$ cat src/rtl/route_demux.sv
// One-input, two-output registered demultiplexer: each accepted word lands in the output slot chosen by s_sel.
// Optional build macro ROUTE_DEMUX_CNT_EN adds saturating per-port downstream transfer counters.
module route_demux #(
  parameter int WIDTH = 32
) (
  input  logic             clk,
  input  logic             rst_n,
  input  logic             flush,
  input  logic             s_valid,
  output logic             s_ready,
  input  logic             s_sel,
  input  logic [WIDTH-1:0] s_data,
  output logic             m0_valid,
  input  logic             m0_ready,
  output logic [WIDTH-1:0] m0_data,
  output logic             m1_valid,
  input  logic             m1_ready,
  output logic [WIDTH-1:0] m1_data,
  output logic [1:0]       dbg_state
`ifdef ROUTE_DEMUX_CNT_EN
  ,
  output logic [15:0]      m0_count,
  output logic [15:0]      m1_count
`endif
);

  // Handshake: a transfer happens on a rising edge where valid && ready; valid never waits on ready,
  // and a FULL slot keeps its data stable until its own ready is seen.
  typedef enum logic {
    EMPTY = 1'b0,
    FULL  = 1'b1
  } slot_state_e;

  slot_state_e      state_q [2];
  slot_state_e      state_d [2];
  logic [WIDTH-1:0] data_q  [2];
  logic [1:0]       m_ready;
  logic [1:0]       take;
  logic [1:0]       pop;
  logic             sel_busy;
  logic             accept;

  assign m_ready = {m1_ready, m0_ready};

  // Only the selected slot gates s_ready; it may refill in the same cycle it drains.
  assign sel_busy = (state_q[s_sel] == FULL) && !m_ready[s_sel];
  assign s_ready  = rst_n && !flush && !sel_busy;
  assign accept   = s_valid && s_ready;

  always_comb begin
    take = '0;
    pop  = '0;
    for (int i = 0; i < 2; i++) begin
      state_d[i] = state_q[i];
      take[i]    = accept && (s_sel == i[0]);
      pop[i]     = (state_q[i] == FULL) && m_ready[i] && !flush;
      if (flush) begin
        state_d[i] = EMPTY;
      end else if (take[i]) begin
        state_d[i] = FULL;
      end else if (pop[i]) begin
        state_d[i] = EMPTY;
      end
    end
  end

  always_ff @(posedge clk or negedge rst_n) begin
    if (!rst_n) begin
      for (int i = 0; i < 2; i++) begin
        state_q[i] <= EMPTY;
        data_q[i]  <= '0;
      end
    end else begin
      for (int i = 0; i < 2; i++) begin
        state_q[i] <= state_d[i];
        if (take[i]) begin
          data_q[i] <= s_data;
        end
      end
    end
  end

  assign m0_valid  = (state_q[0] == FULL);
  assign m1_valid  = (state_q[1] == FULL);
  assign m0_data   = data_q[0];
  assign m1_data   = data_q[1];
  assign dbg_state = {state_q[1] == FULL, state_q[0] == FULL};

`ifdef ROUTE_DEMUX_CNT_EN
  // Counters survive flush; a handshake coinciding with flush is discarded and not counted.
  logic [15:0] cnt_q [2];

  always_ff @(posedge clk or negedge rst_n) begin
    if (!rst_n) begin
      for (int i = 0; i < 2; i++) begin
        cnt_q[i] <= '0;
      end
    end else begin
      for (int i = 0; i < 2; i++) begin
        if (pop[i] && (cnt_q[i] != 16'hFFFF)) begin
          cnt_q[i] <= cnt_q[i] + 16'd1;
        end
      end
    end
  end

  assign m0_count = cnt_q[0];
  assign m1_count = cnt_q[1];
`else
  // Transfer counters are not built in this configuration.
`endif

endmodule
$ cat config.mk
export PLATFORM = sky130hd
export DESIGN_NAME = route_demux
export DESIGN_NICKNAME = d
export VERILOG_FILES = /design/src/rtl/route_demux.sv
export SDC_FILE = /design/constraint.sdc
export NUM_CORES = 1
export LEC_CHECK = 0
export BUFFER_PORTS_ARGS = -buffer_cell sky130_fd_sc_hd__buf_2
export CAP_MARGIN = 20
export CORE_ASPECT_RATIO = 2
export CORE_MARGIN = 5
export CORE_UTILIZATION = 30
export DETAILED_ROUTE_END_ITERATION = 6
export PLACE_DENSITY = 0.63
export SETUP_SLACK_MARGIN = 0.4
export SLEW_MARGIN = 20
export SYNTH_ARGS = -nofsm -noshare
export SYNTH_HDL_FRONTEND = slang
export SYNTH_SLANG_ARGS = --single-unit
$ cat constraint.sdc
create_clock -name clk -period 1.5 [get_ports clk]
set_input_delay 0.15 -clock clk [delete_from_list [all_inputs] [get_ports clk]]
set_output_delay 0.15 -clock clk [all_outputs]
set_load 0.01 [all_outputs]
==> out/metrics.yaml <==
sta:
  final_max_slew_viol_count: 0
  timing.hold.ws_ns: 0.0302
  post-route-min-period_ns: 1.48
  fin_crit_sh_pct: 98.4
  rsz0062_at_grt: "yes"
  finalSetupViolCount: 0
  hold_viol: 0
  fmax_ghz: 0.677
  slew_headroom_pct: 76.4
  tightest_slew_ns: 0.355
  clock_skew_ns: 0.00393
detailed_routing:
  drtAntennaViolNets: 0
  wl_met2_mm: 4.02
  dr_wl_met3_um: 378
  wirelength_met1_mm: 2.52
  drt_first_pass_iters: 2
  avgRoutedWirePerCell_um: 18.6
  routed_wl_mm: 7.14
  vias: 1748
  drc: 0
  vias_per_cell: 4.55
  drt_iter0_drc: 20
  top_layer: "met4"
worst_setup_path:
  critPathArrivalTime_ns: 1.68
  crit_fanout: 7
  setup.worst_path.class: "reg -> reg"
  endpoint_kind: "register"
  reg2reg_setup_slack_ns: 0.02
  cp_data_required_time_ns: 1.71
  startpoint_type: "register"
run_status:
  status: "complete, no violations"
clock_tree:
  numCtsBuffers: 9
  cts_buffer_depth: 2
  cts_sinks: 66
  clkTransAtPathRegs_ns: 0.05
  cts-root-buf: "clkbuf_16"
  htree_levels: 3
  cts_tree: "done"
  clk_latency_ns: 0.32
die:
  initial_utilization_pct: 30.8
  core_um2: 8650
  rows: 48
  io_pins: 108
  dieArea_um2: 11000
  die_h_um: 143
  die_w_um: 76.6
power:
  total_power_w: 0.00565
  power.leakage_nw: 2.06
  peakVddDrop_mv: 0.694
  power_density_nw_per_um2: 1430
synthesis:
  synth_cell_types: 17
  netlist_area_um2: 2660
  ys_seq_elements: 66
  synth_top_cell_area_share_pct: 62.0
  yosys-top-cells-area: "dfrtp_1 62%, mux2_4 16%, mux2_2 14%"
  synth-seq-area-share_pct: 62.0
  yosysWarnings: 0
  synth_top_area_cell: "dfrtp_1"
  synth.avg_cell_area_um2: 17.8
  netlist_instances: 150
  synthesis.nets: 189
grt:
  first_global_vias: 2038
  grt_overflow: 0
  grt_max_degree: 28
  grtUsageTotal_pct: 13.3
  grt_antenna_before_repair: 0
  grt_pass1_wl_mm: 11.0
placement:
  hpwl_mm: 4.80
  gp_congestion: 0.754
  placed_cells: 357
  port_buffers: 107
cells_and_area:
  syn_to_final_growth_pct: 48.9
  drive_gt1_share_pct: 73.9
  nFillCells: 795
  multi_input_comb_area_um2: 1030
  num_antenna_cells: 0
  stdcell_count: 384
  regArea_um2: 1650
  layout.nets: 319
  fin_util_pct: 45.8
job:
  max_cap_viol_count: 0
hold_path:
  min_path_type: "in -> reg"
cell usage after synthesis:
| library cell | instances |
|---|---|
| nand2_4 | 1 |
| and4bb_2 | 1 |
| nor2_1 | 2 |
| nand2b_4 | 1 |
| a31oi_1 | 1 |
| mux2_4 | 29 |
| nand2_1 | 1 |
| dfrtp_1 | 66 |
| nand2b_1 | 1 |
| buf_6 | 6 |
| a21oi_1 | 1 |
| nor2b_2 | 1 |
| mux2_2 | 32 |
| buf_4 | 2 |
| mux2_1 | 3 |
| nor3_4 | 1 |
| a211oi_1 | 1 |
power by group:
part | total [W] | switching [W] | internal (W)
Combinational | 0.00139 | 0.000581 | 0.000804
Sequential | 0.00237 | 0.000197 | 0.00217
Clock | 0.00190 | 0.000711 | 0.00119
critical path, stage by stage, from the launching register on:
cell and delay, ns:
dfrtp_1 0.38, nor2b_4 0.15, nor3_4 0.19, buf_6 0.16
clkbuf_16 0.15, mux2_2 0.33
worst paths after layout:
kind	startpoint	end	cells after the start
max	m1_valid	m1_data[29]	5
min	flush	m0_valid	2
max reg2reg	m1_valid	m1_data[29]	5
min reg2reg	m1_data[11]	m1_data[11]	1
max in group asynchronous	rst_n	m1_data[18]	3
min in group asynchronous	rst_n	m1_valid	3
sequential cells by signal, indices dropped and copies added (netlist names):
signal,cells
m0_valid,1
m0_data,32
m1_valid,1
m1_data,32
metrics by stage:
| step | setup slack (ns) | TNS, ns | instance area (um2) |
|---|---|---|---|
| global route | -0.0313 | -0.212 | 3970 |
| CTS | 0.0384 | 0 | 3840 |
| finish | 0.0234 | 0 | 3970 |
| floorplan | 0.0370 | 0 | 2680 |
| detailed placement | 0.0191 | 0 | 3340 |
| global placement | 0.0773 | 0 | 3340 |
layer usage:
metal  up-vias  GRT usage [%]
met2        67           24.1
met3        15           4.04
met5         -              0
met4         0           7.74
met1       875           13.3
li1        791              -
timing repair:
action                                 4_1_cts  5_1_grt
setup buffers                                6        0
pin swaps                                    3        1
hold buffers                                 1        0
gates cloned                                 4        1
endpoints found under the hold margin       66        0
resized for setup                           16       26
setup endpoints to repair                   68       71
layout make-up:
class / instances / area share (%)
clock buffer: 12 / 6.47
clock inverter: 3 / 0.379
multi-input combinational: 76 / 25.9
sequential: 66 / 41.7
tap: 100 / 3.16
timing repair buffer: 127 / 22.5
logic make-up after synthesis:
kind of cell / share of synthesized area [%]
simple gates: 3.01
compound gates: 0.705
buf+inv: 3.10
mux: 31.2
flops: 62.0
placed cells by master (no fill, tap or decap):
cell | netlist | layout
buf_4 | 2 | 5
nand2b_1 | 1 | 1
clkbuf_1 | 0 | 1
nor3_4 | 1 | 1
clkinv_2 | 0 | 3
buf_12 | 0 | 5
and4bb_2 | 1 | 1
clkbuf_8 | 0 | 2
nand2b_4 | 1 | 1
a21oi_2 | 0 | 1
a211oi_2 | 0 | 1
mux2_1 | 3 | 1
nor2b_4 | 0 | 1
clkbuf_16 | 0 | 10
nor2_1 | 2 | 2
mux2_2 | 32 | 14
nand2_8 | 0 | 1
mux2_4 | 29 | 49
a31oi_1 | 1 | 1
buf_2 | 0 | 103
nand2_1 | 1 | 1
buf_16 | 0 | 4
dlymetal6s4s_1 | 0 | 1
buf_6 | 6 | 8
dfrtp_1 | 66 | 66
Power figures use the tool's default switching activity.
